<file path="config.mk">
export PLATFORM = sky130hd
export DESIGN_NAME = prog_loader
export DESIGN_NICKNAME = d
export VERILOG_FILES = /design/src/rtl/prog_loader.sv
export SDC_FILE = /design/constraint.sdc
export NUM_CORES = 1
export LEC_CHECK = 0
export CAP_MARGIN = 10
export CORE_ASPECT_RATIO = 1.25
export CORE_MARGIN = 3
export CORE_UTILIZATION = 50
export CTS_CLUSTER_DIAMETER = 50
export CTS_CLUSTER_SIZE = 30
export DETAILED_ROUTE_END_ITERATION = 8
export PLACE_DENSITY = 0.71
export REMOVE_ABC_BUFFERS = 1
export SYNTH_ARGS = -nofsm -noshare
export SYNTH_HDL_FRONTEND = slang
export SYNTH_SLANG_ARGS = --single-unit
</file>
<file path="constraint.sdc">
create_clock -name clk -period 4.5 [get_ports clk]
set_input_delay 0.9 -clock clk [delete_from_list [all_inputs] [get_ports clk]]
set_output_delay 0.9 -clock clk [all_outputs]
set_load 0.05 [all_outputs]
</file>
<file path="src/rtl/prog_loader.sv">
// Serial bootloader: decodes 8N1 bytes from rx and writes a length-prefixed
// image of 16-bit little-endian words into program memory, then releases the MCU.
module prog_loader #(
  parameter int CLKS_PER_BIT = 16,
  parameter int ADDR_WIDTH   = 8
) (
  input  logic                  clk,
  input  logic                  rst,
  input  logic                  rx,
  output logic                  pm_we,
  output logic [ADDR_WIDTH-1:0] pm_addr,
  output logic [15:0]           pm_wdata,
  output logic                  mcu_rst,
  output logic                  done,
  output logic                  err
);

  localparam int SYNC_STAGES = 2;
  localparam int TW = $clog2(CLKS_PER_BIT);
  localparam logic [TW-1:0] HALF_BIT = TW'(CLKS_PER_BIT / 2 - 1);
  localparam logic [TW-1:0] FULL_BIT = TW'(CLKS_PER_BIT - 1);

  typedef enum logic [1:0] {
    R_IDLE,
    R_START,
    R_DATA,
    R_STOP
  } rx_state_t;

  typedef enum logic [2:0] {
    L_COUNT,
    L_LO,
    L_HI,
    L_RUN,
    L_ERR
  } ld_state_t;

  // ---------------------------------------------------------------------
  // rx synchronizer (idles high so reset never looks like a start bit)
  // ---------------------------------------------------------------------
  logic [SYNC_STAGES-1:0] sync_reg;
  logic                   rx_s;

  always_ff @(posedge clk or negedge rst) begin
    if (!rst) begin
      sync_reg <= '1;
    end else begin
      sync_reg <= {sync_reg[SYNC_STAGES-2:0], rx};
    end
  end

  assign rx_s = sync_reg[SYNC_STAGES-1];

  // ---------------------------------------------------------------------
  // Receiver
  // ---------------------------------------------------------------------
  rx_state_t       rstate_reg, rstate_next;
  logic [TW-1:0]   timer_reg, timer_next;
  logic [2:0]      bitcnt_reg, bitcnt_next;
  logic [7:0]      shift_reg, shift_next;
  logic            byte_valid_reg, byte_valid_next;
  logic            frame_err_reg, frame_err_next;

  always_ff @(posedge clk or negedge rst) begin
    if (!rst) begin
      rstate_reg     <= R_IDLE;
      timer_reg      <= '0;
      bitcnt_reg     <= '0;
      shift_reg      <= '0;
      byte_valid_reg <= 1'b0;
      frame_err_reg  <= 1'b0;
    end else begin
      rstate_reg     <= rstate_next;
      timer_reg      <= timer_next;
      bitcnt_reg     <= bitcnt_next;
      shift_reg      <= shift_next;
      byte_valid_reg <= byte_valid_next;
      frame_err_reg  <= frame_err_next;
    end
  end

  always_comb begin
    rstate_next     = rstate_reg;
    timer_next      = timer_reg + 1'b1;
    bitcnt_next     = bitcnt_reg;
    shift_next      = shift_reg;
    byte_valid_next = 1'b0;
    frame_err_next  = 1'b0;

    unique case (rstate_reg)
      R_IDLE: begin
        timer_next = '0;
        if (!rx_s) begin
          rstate_next = R_START;
        end
      end
      R_START: begin
        // Mid-start-bit recheck; from here on samples land mid-bit.
        if (timer_reg == HALF_BIT) begin
          timer_next  = '0;
          bitcnt_next = '0;
          rstate_next = rx_s ? R_IDLE : R_DATA;
        end
      end
      R_DATA: begin
        if (timer_reg == FULL_BIT) begin
          timer_next  = '0;
          shift_next  = {rx_s, shift_reg[7:1]};
          bitcnt_next = bitcnt_reg + 1'b1;
          if (bitcnt_reg == 3'd7) begin
            rstate_next = R_STOP;
          end
        end
      end
      R_STOP: begin
        if (timer_reg == FULL_BIT) begin
          timer_next      = '0;
          byte_valid_next = rx_s;
          frame_err_next  = !rx_s;
          rstate_next     = R_IDLE;
        end
      end
      default: begin
        rstate_next = R_IDLE;
      end
    endcase
  end

  // ---------------------------------------------------------------------
  // Loader
  // ---------------------------------------------------------------------
  ld_state_t             lstate_reg, lstate_next;
  logic [7:0]            remaining_reg, remaining_next;
  logic [7:0]            lo_reg, lo_next;
  logic                  we_reg, we_next;
  logic [ADDR_WIDTH-1:0] addr_reg, addr_next;
  logic [15:0]           wdata_reg, wdata_next;

  always_ff @(posedge clk or negedge rst) begin
    if (!rst) begin
      lstate_reg    <= L_COUNT;
      remaining_reg <= '0;
      lo_reg        <= '0;
      we_reg        <= 1'b0;
      addr_reg      <= '0;
      wdata_reg     <= '0;
    end else begin
      lstate_reg    <= lstate_next;
      remaining_reg <= remaining_next;
      lo_reg        <= lo_next;
      we_reg        <= we_next;
      addr_reg      <= addr_next;
      wdata_reg     <= wdata_next;
    end
  end

  always_comb begin
    lstate_next    = lstate_reg;
    remaining_next = remaining_reg;
    lo_next        = lo_reg;
    we_next        = 1'b0;
    addr_next      = addr_reg;
    wdata_next     = wdata_reg;

    unique case (lstate_reg)
      L_COUNT: begin
        if (frame_err_reg) begin
          lstate_next = L_ERR;
        end else if (byte_valid_reg) begin
          if (shift_reg == 8'd0) begin
            lstate_next = L_RUN;
          end else begin
            remaining_next = shift_reg;
            addr_next      = '0;
            lstate_next    = L_LO;
          end
        end
      end
      L_LO: begin
        if (frame_err_reg) begin
          lstate_next = L_ERR;
        end else if (byte_valid_reg) begin
          lo_next     = shift_reg;
          lstate_next = L_HI;
        end
      end
      L_HI: begin
        // Stay in L_HI for the strobe cycle so the write lands while mcu_rst
        // is still high; advance the address only after the strobe.
        if (we_reg) begin
          addr_next      = addr_reg + 1'b1;
          remaining_next = remaining_reg - 8'd1;
          lstate_next    = (remaining_reg == 8'd1) ? L_RUN : L_LO;
        end else if (frame_err_reg) begin
          lstate_next = L_ERR;
        end else if (byte_valid_reg) begin
          wdata_next = {shift_reg, lo_reg};
          we_next    = 1'b1;
        end
      end
      L_RUN: begin
        lstate_next = L_RUN;
      end
      L_ERR: begin
        lstate_next = L_ERR;
      end
      default: begin
        lstate_next = L_ERR;
      end
    endcase
  end

  assign pm_we    = we_reg;
  assign pm_addr  = addr_reg;
  assign pm_wdata = wdata_reg;
  assign mcu_rst  = (lstate_reg != L_RUN);
  assign done     = (lstate_reg == L_RUN);
  assign err      = (lstate_reg == L_ERR);

endmodule

</file>
==> impl_results.rst, run 1 <==
.. list-table::
   :header-rows: 1

   * - Metric
     - Value
   * - Status
     - finished, final reports clean
   * - Measured slew at the worst slew-check pin
     - around 940 ps
   * - Total setup buffers inserted after CTS
     - 0
   * - Clock period minus worst slack
     - 2938 ps
   * - Worst-case headroom to the max-slew limit
     - a little under two fifths
   * - Via-to-Cell Ratio
     - ~5.5
   * - Combinational cell fraction of total power
     - between 10% and 20%
   * - Top FF cell, synth
     - sky130_fd_sc_hd__dfrtp_1
   * - Count of final max-slew check failures
     - 0
   * - Detail Placement HPWL
     - slightly below 4000 um
   * - CTS root buf
     - sky130_fd_sc_hd__clkbuf_8
   * - Number of storage elements in the synthesis netlist
     - between 60 and 70
   * - Final sum of negative setup slack
     - 0 ps
   * - Share of synthesized cell area in full adder, half adder and majority cells
     - under 10%
   * - Average wire per standard cell
     - around 15 um
   * - Pwr per Cell Area
     - 383.6 nW/um^2
   * - Fraction of synthesized area in multiplexers
     - between 10% and 20%
   * - Count of placed standard cells in the final layout, fillers left out
     - about 380
   * - Number of unique standard cell types used by synthesis
     - 52
   * - Sequential fraction of the synthesis area
     - a little over half
   * - Core outline area
     - approximately 6000 um^2
   * - Y dimension of the die
     - a little over 90 um
   * - Max Cap Viol
     - 0
   * - Net switching share of the total power
     - 31.48%
   * - Mean post-synth cell area
     - about 12 um^2
   * - Post-synth top area share
     - 51.45%
   * - Warning count from the yosys run
     - 0
   * - I/O Pins
     - 31
   * - Crit. End Element
     - primary output
   * - Routing usage on met1
     - approximately 22%
   * - Fraction of the cycle the final worst path needs
     - 65.29%
   * - Effective utilization at floorplan
     - approximately 52%
   * - Total of buffers placed on input and output ports
     - 30
   * - CP cell instances
     - nor2b_1 > nand2_1 > inv_1 > clkdlybuf4s50_1
   * - Total via count in the routed design
     - 2113
   * - Most Used Layer, Global Route
     - met2
   * - Final-layout worst hold slack
     - around 360 ps
   * - Maximum number of pins on one net before global-route repair
     - 44
   * - Via count of the first global-routing pass
     - ~2100
   * - Placement row count
     - 31
   * - Maximum clock insertion buffer count
     - 2
   * - Total instance count after detailed placement
     - roughly 370
   * - Die ar.
     - between 7000 and 8000 um^2
   * - Met2 track demand over resource
     - 28.85%
   * - First-pass iteration count of the detailed router
     - 4
   * - Area Growth Syn to Fin
     - 16.74%
   * - Gr ovfl total
     - 0
   * - Static leakage power
     - ~1.7 nW
   * - Post-synthesis compound-gate area fraction
     - around 11%
   * - Worst-case register-to-register setup slack
     - between 2000 and 2500 ps
   * - Proportion of layout cells with a drive suffix above 1
     - 17.28%
   * - Synthesized netlist cell count
     - approximately 260
   * - Psw
     - approximately 430 uW
   * - Worst path arrival time
     - 2040 ps
   * - Max FFs per register
     - 16
   * - Share of synthesized cell area in and, or, nand and nor gates
     - 15.64%
   * - H-tree levels
     - 3
   * - Filler Cell Count
     - 487
   * - Standard cell with the maximum stage delay on the critical path
     - sky130_fd_sc_hd__clkdlybuf4s50_1
   * - Internal power
     - ~940 uW
   * - Clock tree from TritonCTS
     - built
   * - Number of enable-type register cells in the synthesized netlist
     - 0
   * - Number of antenna violations at the first check in global routing
     - 0
   * - Largest delay contributor family on the critical path
     - buffers and inverters
   * - Maximum single-stage delay on the critical path
     - 790 ps
   * - Final setup violation count
     - 0
   * - Cts bufs inserted
     - 9
   * - Combinational family with the most area after synthesis
     - simple AND/OR/NAND/NOR gates
   * - Class of the tightest hold or removal check
     - reg2reg
   * - Power share of the sequential group
     - between 50% and 60%
   * - GRT Overall Usage
     - between 10% and 20%
   * - Commonest cells after routing, fill and taps aside
     - sky130_fd_sc_hd__dfrtp_1, sky130_fd_sc_hd__clkdlybuf4s50_1, sky130_fd_sc_hd__nor2_1
   * - Number of buffers inserted by hold repair at cts
     - 0
   * - Required time at the worst-slack endpoint
     - approximately 3600 ps
   * - Initial DRC Count
     - roughly 140
   * - Xor and xnor fraction of the mapped netlist area
     - roughly 2%
   * - Cell types occupying the most area after synthesis
     - sky130_fd_sc_hd__dfrtp_1, sky130_fd_sc_hd__mux2_2, sky130_fd_sc_hd__mux2_1
   * - Power share of the clock group
     - 29.8%
   * - Aggregate routed wire length
     - ~5600 um
   * - Type of origin of the critical path
     - flip-flop
   * - Number of clock sinks seen by CTS
     - 65
   * - Buf+Inv Stages, Crit Path
     - 2
   * - Share of async-settable or async-resettable flops after synthesis
     - 100.0%
   * - Clock skew
     - 11.78 ps
   * - Setup repair after global routing missed its margin
     - false
   * - Post-detailed-route count of antenna-violating nets
     - 0
   * - Skew-Pair Late Insertion Delay
     - roughly 340 ps
   * - GRT met3 Usage
     - between 2 and 3%
   * - Chip width
     - around 76 um
   * - Worst supply voltage drop on vdd
     - around 0.23 mV
   * - Worst-path maximum fanout
     - 11
   * - Final hold violation count
     - 0
   * - Utilization of the core after routing
     - just over 60%
   * - Leading cell type in the layout, fill and taps excluded
     - sky130_fd_sc_hd__dfrtp_1
   * - Layout Nets
     - slightly above 300
   * - Post-CTS clock slew at the launch and capture registers of the worst setup and hold paths
     - around 60 ps
   * - Worst setup path class
     - reg2out
   * - Fmax
     - between 0.3 and 0.4 GHz
   * - Wire length of the first global-routing pass
     - 9742 um
   * - Largest area contributor in the netlist
     - sky130_fd_sc_hd__dfrtp_1
   * - Global placer's final weighted congestion
     - between 0.7 and 0.8
   * - Area of the mapped netlist
     - 3064 um^2
   * - Number of gates resized after cts
     - 0
   * - Post-route DRC
     - 0
   * - Inserted Diodes
     - 0
[through the flow]
| step | setup WS (ps) | area (um^2) | total power, mW |
|---|---|---|---|
| floorplan | 1928 | 3000 | 0.8999 |
| global placement | 1947 | 3421 | 0.9667 |
| detailed placement | 1926 | 3421 | 0.9761 |
| CTS | 1555 | 3577 | 1.383 |
| global route | 1431 | 3577 | 1.452 |
| finish | 1562 | 3577 | 1.372 |
[routing by layer]
metal	wire length [um]	up-vias
li1	-	1015
met5	0	-
met4	112	0
met1	2636	1047
met2	2703	41
met3	149	10
[power by group through the flow]
stage                     registers (mW)  logic [mW]  clock network (mW)
after floorplan                    0.700       0.200                   0
after global placement             0.715       0.252                   0
after detailed placement           0.720       0.256                   0
after CTS                          0.708       0.257               0.417
after global routing               0.720       0.288               0.444
final                              0.709       0.254               0.409
[Yosys cell counts, drive strengths merged, types with 2 or more instances]
master,count
xnor2,3
nor2b,4
or4,2
o211ai,7
a31oi,3
dfrtp,63
o22a,2
nand3,11
xor2,4
nor2,27
mux2,34
dfstp,2
a311oi,2
a22oi,2
clkbuf,4
nor3b,6
a211oi,3
and2,2
nand2b,2
ha,6
nor3,6
a21o,2
a22o,3
buf,8
nand2,13
a21oi,12
nor4,3
o21ai,6
inv,8
and3,2
nand4,2
[worst reg2reg max path, cell delays in order, from the launching register on]
cell	delay [ps]
sky130_fd_sc_hd__dfrtp_1	560
sky130_fd_sc_hd__nor3b_4	470
sky130_fd_sc_hd__nand3_2	480
sky130_fd_sc_hd__mux2_1	460
[cell families after synthesis]
family,Yosys count
AND/OR/NAND/NOR,84
flip-flops,65
AO/OA/AOI/OAI,48
multiplexers,34
buffers and inverters,20
XOR/XNOR,7
adder cells (fa/ha/maj),6
[final timing paths]
path / from / endpoint / cells past startpoint
worst max-delay path: lstate_reg[0]$_DFFE_PN0P_ / done / 4
worst min-delay path: sync_reg[0]$_DFF_PN1_ / sync_reg[1]$_DFF_PN1_ / 0
worst max register to register: lstate_reg[1]$_DFFE_PN0P_ / pm_wdata[7]$_DFFE_PN0P_ / 3
worst min register to register: sync_reg[0]$_DFF_PN1_ / sync_reg[1]$_DFF_PN1_ / 0
max in group asynchronous: rst / sync_reg[1]$_DFF_PN1_ / 2
min in group asynchronous: rst / remaining_reg[5]$_DFFE_PN0P_ / 1
[final cells by class]
| cell class | instances | area, um^2 | share of cell area, % |
|---|---|---|---|
| Clock buffer | 13 | 138.9 | 3.882 |
| Clock inverter | 3 | 17.52 | 0.4897 |
| Inverter | 8 | 30.03 | 0.8395 |
| Multi-Input combinational cell | 179 | 1341 | 37.50 |
| Sequential cell | 65 | 1629 | 45.54 |
| Tap cell | 82 | 102.6 | 2.868 |
| Timing Repair Buffer | 33 | 317.8 | 8.884 |
(Power assumes the default switching activity.)
==> run 2, diff against run 1 <==
--- a/config.mk
+++ b/config.mk
@@ -12,7 +12,7 @@
 export CTS_CLUSTER_DIAMETER = 50
 export CTS_CLUSTER_SIZE = 30
 export DETAILED_ROUTE_END_ITERATION = 8
-export PLACE_DENSITY = 0.71
+export PLACE_DENSITY = 0.74
 export REMOVE_ABC_BUFFERS = 1
 export SYNTH_ARGS = -nofsm -noshare
 export SYNTH_HDL_FRONTEND = slang
==> constraint.sdc (replaced) <==
create_clock -name clk -period 2.7 [get_ports clk]
set_input_delay 0.54 -clock clk [delete_from_list [all_inputs] [get_ports clk]]
set_output_delay 0.54 -clock clk [all_outputs]
set_load 0.05 [all_outputs]
==> run 2 against run 1 <==
  * Non-clock buffer count increased by 2
  * Final cell count grew 0.52%
  * Sequential share of layout area decreased by 0.57 points
  * Critical path depth decreased by 2
  * Power is 70% higher
  * Via count down 0.66%
  * Clock skew down 3.2 ps
  * Highest routed layer unchanged
  * Utilization is 0.77 points higher
  * Worst hold slack lost 150 ps
  * Critical endpoint is now err
  * Largest cell class unchanged
  * Sequential cell count did not move
  * Sequential power grew 66%
==> impl_results.rst, run 2 (synthesis results as in run 1) <==
.. list-table::
   :header-rows: 1

   * - Metric
     - Value
   * - Inserted Diodes
     - 0 (unchanged)
   * - Placement row count
     - 31 (unchanged)
   * - Pwr per Cell Area
     - 645.6 nW/um^2 (was 383.6 nW/um^2)
   * - CTS root buf
     - sky130_fd_sc_hd__clkbuf_8 (unchanged)
   * - Fraction of the cycle the final worst path needs
     - 94.18%
   * - Type of origin of the critical path
     - flip-flop (unchanged)
   * - Layout Nets
     - 307 (was 305)
   * - H-tree levels
     - 3 (unchanged)
   * - Status
     - finished, final reports clean (unchanged)
   * - Chip width
     - 76.02 um (unchanged)
   * - Maximum clock insertion buffer count
     - 2 (unchanged)
   * - Via-to-Cell Ratio
     - 5.452 (was 5.517)
   * - GRT met3 Usage
     - 3.854% (was 2.697%)
   * - I/O Pins
     - 31 (unchanged)
   * - Cts bufs inserted
     - 9 (unchanged)
   * - GRT Overall Usage
     - 18.23% (was 17.45%)
   * - Worst path arrival time
     - 2000 ps (was 2040 ps)
   * - Initial DRC Count
     - 161 (was 139)
   * - Gr ovfl total
     - 0 (unchanged)
   * - Final setup violation count
     - 0 (unchanged)
   * - Worst-path maximum fanout
     - 10 (was 11)
   * - Clock tree from TritonCTS
     - built (unchanged)
   * - Maximum number of pins on one net before global-route repair
     - 38 (was 44)
   * - Final-layout worst hold slack
     - 210.6 ps (was 364.2 ps)
   * - Routing usage on met1
     - 23.61% (was 22.04%)
   * - Buf+Inv Stages, Crit Path
     - 1 (was 2)
   * - Measured slew at the worst slew-check pin
     - 646.0 ps (was 938.2 ps)
   * - CP cell instances
     - nor3b_1 > clkdlybuf4s50_1 (was nor2b_1 > nand2_1 > inv_1 > clkdlybuf4s50_1)
   * - Clock period minus worst slack
     - 2543 ps
   * - Worst supply voltage drop on vdd
     - 0.4961 mV (was 0.2336 mV)
   * - Commonest cells after routing, fill and taps aside
     - sky130_fd_sc_hd__dfrtp_1, sky130_fd_sc_hd__clkdlybuf4s50_1, sky130_fd_sc_hd__nor2_1 (unchanged)
   * - Skew-Pair Late Insertion Delay
     - 350 ps (was 340 ps)
   * - Fmax
     - slightly below 0.4 GHz
   * - Via count of the first global-routing pass
     - 2119 (was 2109)
   * - Post-Layout Inst Area
     - 3622 um^2 (was 3577 um^2)
   * - Count of placed standard cells in the final layout, fillers left out
     - 385 (was 383)
   * - Utilization of the core after routing
     - 61.85% (was 61.08%)
   * - First-pass iteration count of the detailed router
     - 4 (unchanged)
   * - Core outline area
     - 5857 um^2 (unchanged)
   * - Area Growth Syn to Fin
     - 18.21% (was 16.74%)
   * - Largest delay contributor family on the critical path
     - buffers and inverters (unchanged)
   * - Maximum single-stage delay on the critical path
     - 850 ps (was 790 ps)
   * - Worst setup path class
     - reg2out (unchanged)
   * - Total instance count after detailed placement
     - 369 (was 367)
   * - Total via count in the routed design
     - 2099 (was 2113)
   * - Clock skew
     - 8.530 ps (was 11.78 ps)
   * - Register Area
     - 1629 um^2 (unchanged)
   * - Final hold violation count
     - 0 (unchanged)
   * - Average wire per standard cell
     - 15.13 um (was 14.62 um)
   * - Critical register-to-register path startpoint
     - shift_reg[2]$_DFFE_PN0P_ (was lstate_reg[1]$_DFFE_PN0P_)
   * - Worst-case headroom to the max-slew limit
     - 56.93% (was 37.46%)
   * - Y dimension of the die
     - 93.53 um (unchanged)
   * - Static leakage power
     - 1.691 nW (was 1.651 nW)
   * - Number of buffers inserted by hold repair at cts
     - 0 (unchanged)
   * - Max FFs per register
     - 16 (unchanged)
   * - Final sum of negative setup slack
     - 0 ps (unchanged)
   * - Proportion of layout cells with a drive suffix above 1
     - 19.14% (was 17.28%)
   * - Count of final max-slew check failures
     - 0 (unchanged)
   * - Total of buffers placed on input and output ports
     - 30 (unchanged)
   * - Post-route DRC
     - 0 (unchanged)
   * - Effective utilization at floorplan
     - 52.32% (unchanged)
   * - Total setup buffers inserted after CTS
     - 0 (unchanged)
   * - Number of clock sinks seen by CTS
     - 65 (unchanged)
   * - Die ar.
     - 7110 um^2 (unchanged)
   * - Required time at the worst-slack endpoint
     - 2160 ps (was 3600 ps)
   * - Wire length of the first global-routing pass
     - 10260 um (was 9742 um)
   * - Leading cell type in the layout, fill and taps excluded
     - sky130_fd_sc_hd__dfrtp_1 (unchanged)
   * - Post-detailed-route count of antenna-violating nets
     - 0 (unchanged)
   * - Global placer's final weighted congestion
     - 0.7912 (was 0.7914)
   * - Setup Slack @ Placement
     - 453.4 ps (was 1926 ps)
   * - Final Power
     - 2.339 mW (was 1.372 mW)
   * - Most Used Layer, Global Route
     - met2 (unchanged)
   * - Aggregate routed wire length
     - 5825 um (was 5601 um)
   * - Crit. End Element
     - primary output (unchanged)
   * - Class of the tightest hold or removal check
     - in2async (was reg2reg)
   * - Setup repair after global routing missed its margin
     - false (unchanged)
   * - Detail Placement HPWL
     - 3933 um (was 3858 um)
   * - Filler Cell Count
     - 474 (was 487)
   * - Critical path launch point
     - lstate_reg[2]$_DFFE_PN0P_ (was lstate_reg[0]$_DFFE_PN0P_)
   * - Post-route setup slack
     - 157.2 ps (was 1562 ps)
   * - Area taken by multi-input logic gates
     - 1341 um^2 (unchanged)
   * - Max Cap Viol
     - 0 (unchanged)
   * - Met2 track demand over resource
     - 29.44% (was 28.85%)
   * - Standard cell with the maximum stage delay on the critical path
     - sky130_fd_sc_hd__clkdlybuf4s50_1 (unchanged)
   * - Number of antenna violations at the first check in global routing
     - 0 (unchanged)
   * - Post-CTS clock slew at the launch and capture registers of the worst setup and hold paths
     - 80 ps (was 60 ps)
   * - Total cell area at the placement stage
     - 3448 um^2 (was 3421 um^2)
-- run 2: worst paths after layout --
| check | end | slack [ps] | cells after the start |
|---|---|---|---|
| setup / recovery | err | 160 | 2 |
| hold / removal | remaining_reg[5]$_DFFE_PN0P_ | 210 | 1 |
| setup reg to reg | remaining_reg[0]$_DFFE_PN0P_ | 730 | 4 |
| hold reg to reg | sync_reg[1]$_DFF_PN1_ | 360 | 0 |
| max in group asynchronous | sync_reg[1]$_DFF_PN1_ | 1800 | 2 |
| min in group clk | sync_reg[1]$_DFF_PN1_ | 360 | 0 |
-- run 2: routing by layer --
metal / vias up / wire length (um)
met3: 7 / 226
met5: - / 0
met1: 1032 / 2704
met2: 44 / 2821
li1: 1016 / -
met4: 0 / 73
-- run 2: power by group --
group | leakage (nW) | switching (mW) | total, mW | internal [mW]
Sequential | 0.885 | 0.140 | 1.18 | 1.05
Combinational | 0.721 | 0.240 | 0.438 | 0.198
Clock | 0.0850 | 0.386 | 0.716 | 0.330
-- run 2: what timing repair did --
action                     4_1_cts  5_1_grt
gates resized for setup          0        1
setup endpoints to repair        0        1
hold endpoints to repair         0        0
-- run 2: final cells by class --
type / instances / share of cell area, %
clock buffers: 9 / 3.420
inverters: 8 / 0.8290
multi-input cells: 179 / 37.03
well taps: 82 / 2.832
flip-flops and latches: 65 / 44.97
clock inverters: 7 / 1.313
repair buffers: 35 / 9.603
==> run 3, diff against run 2 <==
--- a/config.mk
+++ b/config.mk
@@ -8,11 +8,11 @@
 export CAP_MARGIN = 10
 export CORE_ASPECT_RATIO = 1.25
 export CORE_MARGIN = 3
-export CORE_UTILIZATION = 50
+export CORE_UTILIZATION = 51
 export CTS_CLUSTER_DIAMETER = 50
 export CTS_CLUSTER_SIZE = 30
 export DETAILED_ROUTE_END_ITERATION = 8
-export PLACE_DENSITY = 0.74
+export PLACE_DENSITY = 0.87
 export REMOVE_ABC_BUFFERS = 1
 export SYNTH_ARGS = -nofsm -noshare
 export SYNTH_HDL_FRONTEND = slang
==> run 3 against run 2 <==
  * Final cell count decreased by 4.9%
  * Sequential cell count unchanged
  * Routed wire length increased by 8.5%
  * Clock-buffer cell count unchanged
  * First-iteration DRC count decreased by 8.1%
  * Largest power group unchanged
  * Global-route usage increased by 2.6 points
  * Critical path type unchanged
  * Via count increased by 3.5%
  * Critical endpoint is now mcu_rst
  * Sequential share of layout area decreased by 0.51 points
  * Fmax increased by 2.3%
  * Sequential power about the same
  * Clock power increased by 40%
==> impl_results.rst, run 3 (synthesis results as in run 1) <==
.. list-table::
   :header-rows: 1

   * - Metric
     - Value
   * - Status
     - finished, final reports clean (unchanged)
   * - Inserted Diodes
     - 0 (unchanged)
   * - Final Power
     - 2.620 mW (was 2.339 mW)
   * - I/O Pins
     - 31 (unchanged)
   * - Wire length of the first global-routing pass
     - 10900 um (was 10260 um)
   * - Worst setup path class
     - reg2out (unchanged)
   * - Required time at the worst-slack endpoint
     - 2160 ps (about the same)
   * - Worst path arrival time
     - 1950 ps (was 2000 ps)
   * - Buf+Inv Stages, Crit Path
     - 1 (unchanged)
   * - Setup Slack @ Placement
     - 462.4 ps (was 453.4 ps)
   * - Global placer's final weighted congestion
     - 0.7898 (was 0.7912)
   * - Core outline area
     - 5630 um^2 (was 5857 um^2)
   * - GRT Overall Usage
     - 20.81% (was 18.23%)
   * - Metal2 WL
     - 3199 um (was 2821 um)
   * - CP cell instances
     - nor2b_1 > nand2_1 > clkdlybuf4s50_1 (was nor3b_1 > clkdlybuf4s50_1)
   * - First-pass iteration count of the detailed router
     - 4 (unchanged)
   * - Net switching share of the total power
     - 29.39% (was 32.72%)
   * - Pwr per Cell Area
     - 715.1 nW/um^2 (was 645.6 nW/um^2)
   * - Final hold violation count
     - 0 (unchanged)
   * - Placement row count
     - 30 (was 31)
   * - Via count of the first global-routing pass
     - 2247 (was 2119)
   * - Number of antenna violations at the first check in global routing
     - 0 (unchanged)
   * - Clock tree from TritonCTS
     - built (unchanged)
   * - Count of final max-slew check failures
     - 0 (unchanged)
   * - Worst supply voltage drop on vdd
     - 0.4957 mV (was 0.4961 mV)
   * - Y dimension of the die
     - 92.66 um (was 93.53 um)
   * - Number of buffers inserted by hold repair at cts
     - 0 (unchanged)
   * - Uppermost metal layer occupied by signal nets
     - met4 (unchanged)
   * - CTS root buf
     - sky130_fd_sc_hd__clkbuf_8 (unchanged)
   * - Die ar.
     - 6980 um^2 (was 7110 um^2)
   * - Power share of the sequential group
     - 45.0% (was 50.7%)
   * - Total via count in the routed design
     - 2172 (was 2099)
   * - Aggregate routed wire length
     - 6320 um (was 5825 um)
   * - Routed met3 length
     - 269 um (was 226 um)
   * - Maximum single-stage delay on the critical path
     - 810 ps (was 850 ps)
   * - Largest delay contributor family on the critical path
     - buffers and inverters (unchanged)
   * - Crit. End Element
     - primary output (unchanged)
   * - Area Growth Syn to Fin
     - 19.56% (was 18.21%)
   * - Effective utilization at floorplan
     - 54.42% (was 52.32%)
   * - Worst-path maximum fanout
     - 11 (was 10)
   * - Setup repair after global routing missed its margin
     - false (unchanged)
   * - Post-detailed-route count of antenna-violating nets
     - 0 (unchanged)
   * - Maximum clock insertion buffer count
     - 2 (unchanged)
   * - Leading cell type in the layout, fill and taps excluded
     - sky130_fd_sc_hd__dfrtp_1 (unchanged)
   * - Via-to-Cell Ratio
     - 5.934 (was 5.452)
   * - Routed length on met1
     - 2680 um (was 2704 um)
   * - Detail Placement HPWL
     - 4204 um (was 3933 um)
   * - Internal power
     - 1.850 mW (was 1.573 mW)
   * - Layout Nets
     - 306 (was 307)
   * - Combinational cell fraction of total power
     - 16.7% (was 18.7%)
   * - Worst-case headroom to the max-slew limit
     - 51.82% (was 56.93%)
   * - H-tree levels
     - 3 (unchanged)
   * - Maximum number of pins on one net before global-route repair
     - 37 (was 38)
   * - Initial DRC Count
     - 148 (was 161)
   * - Post-route setup slack
     - 214.8 ps (was 157.2 ps)
   * - Final sum of negative setup slack
     - 0 ps (unchanged)
   * - Standard cell with the maximum stage delay on the critical path
     - sky130_fd_sc_hd__clkdlybuf4s50_1 (unchanged)
   * - Fmax
     - 0.4024 GHz (was 0.3933 GHz)
   * - Gr ovfl total
     - 0 (unchanged)
   * - Max Cap Viol
     - 0 (unchanged)
   * - Type of origin of the critical path
     - flip-flop (unchanged)
   * - Commonest cells after routing, fill and taps aside
     - sky130_fd_sc_hd__dfrtp_1, sky130_fd_sc_hd__clkdlybuf4s50_1, sky130_fd_sc_hd__nor2_1 (unchanged)
   * - Total of buffers placed on input and output ports
     - 30 (unchanged)
   * - Post-route DRC
     - 0 (unchanged)
   * - Clock period minus worst slack
     - 2485 ps (was 2543 ps)
   * - Class of the tightest hold or removal check
     - in2async (unchanged)
   * - Proportion of layout cells with a drive suffix above 1
     - 18.87% (was 19.14%)
   * - Max FFs per register
     - 16 (unchanged)
   * - Average wire per standard cell
     - 17.27 um (was 15.13 um)
   * - Power share of the clock group
     - 38.3% (was 30.6%)
   * - Final setup violation count
     - 0 (unchanged)
   * - Fraction of the cycle the final worst path needs
     - 92.04% (was 94.18%)
   * - Cts bufs inserted
     - 9 (unchanged)
   * - Number of clock sinks seen by CTS
     - 65 (unchanged)
   * - Chip width
     - 75.33 um (was 76.02 um)
   * - Psw
     - 769.8 uW (was 765.2 uW)
   * - Static leakage power
     - 1.716 nW (was 1.691 nW)
   * - Clock skew
     - 6.702 ps (was 8.530 ps)
   * - Skew-Pair Late Insertion Delay
     - 340 ps (was 350 ps)
   * - Utilization of the core after routing
     - 65.07% (was 61.85%)
   * - Measured slew at the worst slew-check pin
     - 722.6 ps (was 646.0 ps)
   * - Post-CTS clock slew at the launch and capture registers of the worst setup and hold paths
     - 80 ps (about the same)
## run 3: path summary, 6_finish.rpt
kind | slack [ps] | depth (start not counted) | startpoint | end
max | 210 | 3 | lstate_reg[0]$_DFFE_PN0P_ | mcu_rst
min | 250 | 1 | rst | lo_reg[0]$_DFFE_PN0P_
min in group clk | 360 | 0 | sync_reg[0]$_DFF_PN1_ | sync_reg[1]$_DFF_PN1_
max reg2reg | 630 | 3 | lstate_reg[1]$_DFFE_PN0P_ | pm_wdata[1]$_DFFE_PN0P_
min reg2reg | 360 | 0 | sync_reg[0]$_DFF_PN1_ | sync_reg[1]$_DFF_PN1_
max in group asynchronous | 1740 | 2 | rst | sync_reg[0]$_DFF_PN1_
## run 3: final cells by class
class / instances / area [um^2]
Fill cell: 428 / 1967
Multi-Input combinational cell: 179 / 1341
Timing Repair Buffer: 34 / 340.3
Inverter: 8 / 30.03
Tap cell: 64 / 80.08
Clock inverter: 7 / 118.9
Clock buffer: 9 / 123.9
Sequential cell: 65 / 1629
## run 3: layer usage
layer  vias to the layer above  GRT usage, %
li1                       1020             -
met1                      1077         25.91
met5                         -             0
met4                         0         10.79
met2                        60         32.78
met3                        15         5.103
## run 3: worst reg2reg max path: cells and delay by family (launching register included)
| family | cells | cell delay [ps] |
|---|---|---|
| DFF | 1 | 570 |
| muxes | 1 | 480 |
| and+or+nand+nor | 2 | 910 |
## run 3: through the flow
step | cells | hold slack, ps | area (um^2)
floorplan | 252 | 244.4 | 3000
global placement | 350 | 347.1 | 3418
detailed placement | 350 | 349.0 | 3418
CTS | 366 | 264.3 | 3661
global route | 366 | 294.7 | 3664
finish | 366 | 250.9 | 3664
## run 3: power groups by stage
stage               Clock, mW  Sequential, mW  Combinational [mW]
floorplan                   0            1.17               0.334
global placement            0            1.19               0.414
detailed placement          0            1.20               0.429
CTS                      1.02            1.18               0.439
global route             1.07            1.20               0.499
finish                   1.00            1.18               0.436
## run 3: timing repair
| item | 4_1_cts | 5_1_grt |
|---|---|---|
| endpoints found under the setup margin | 0 | 1 |
| resized for setup | 0 | 1 |
| buffers inserted | 0 | 0 |
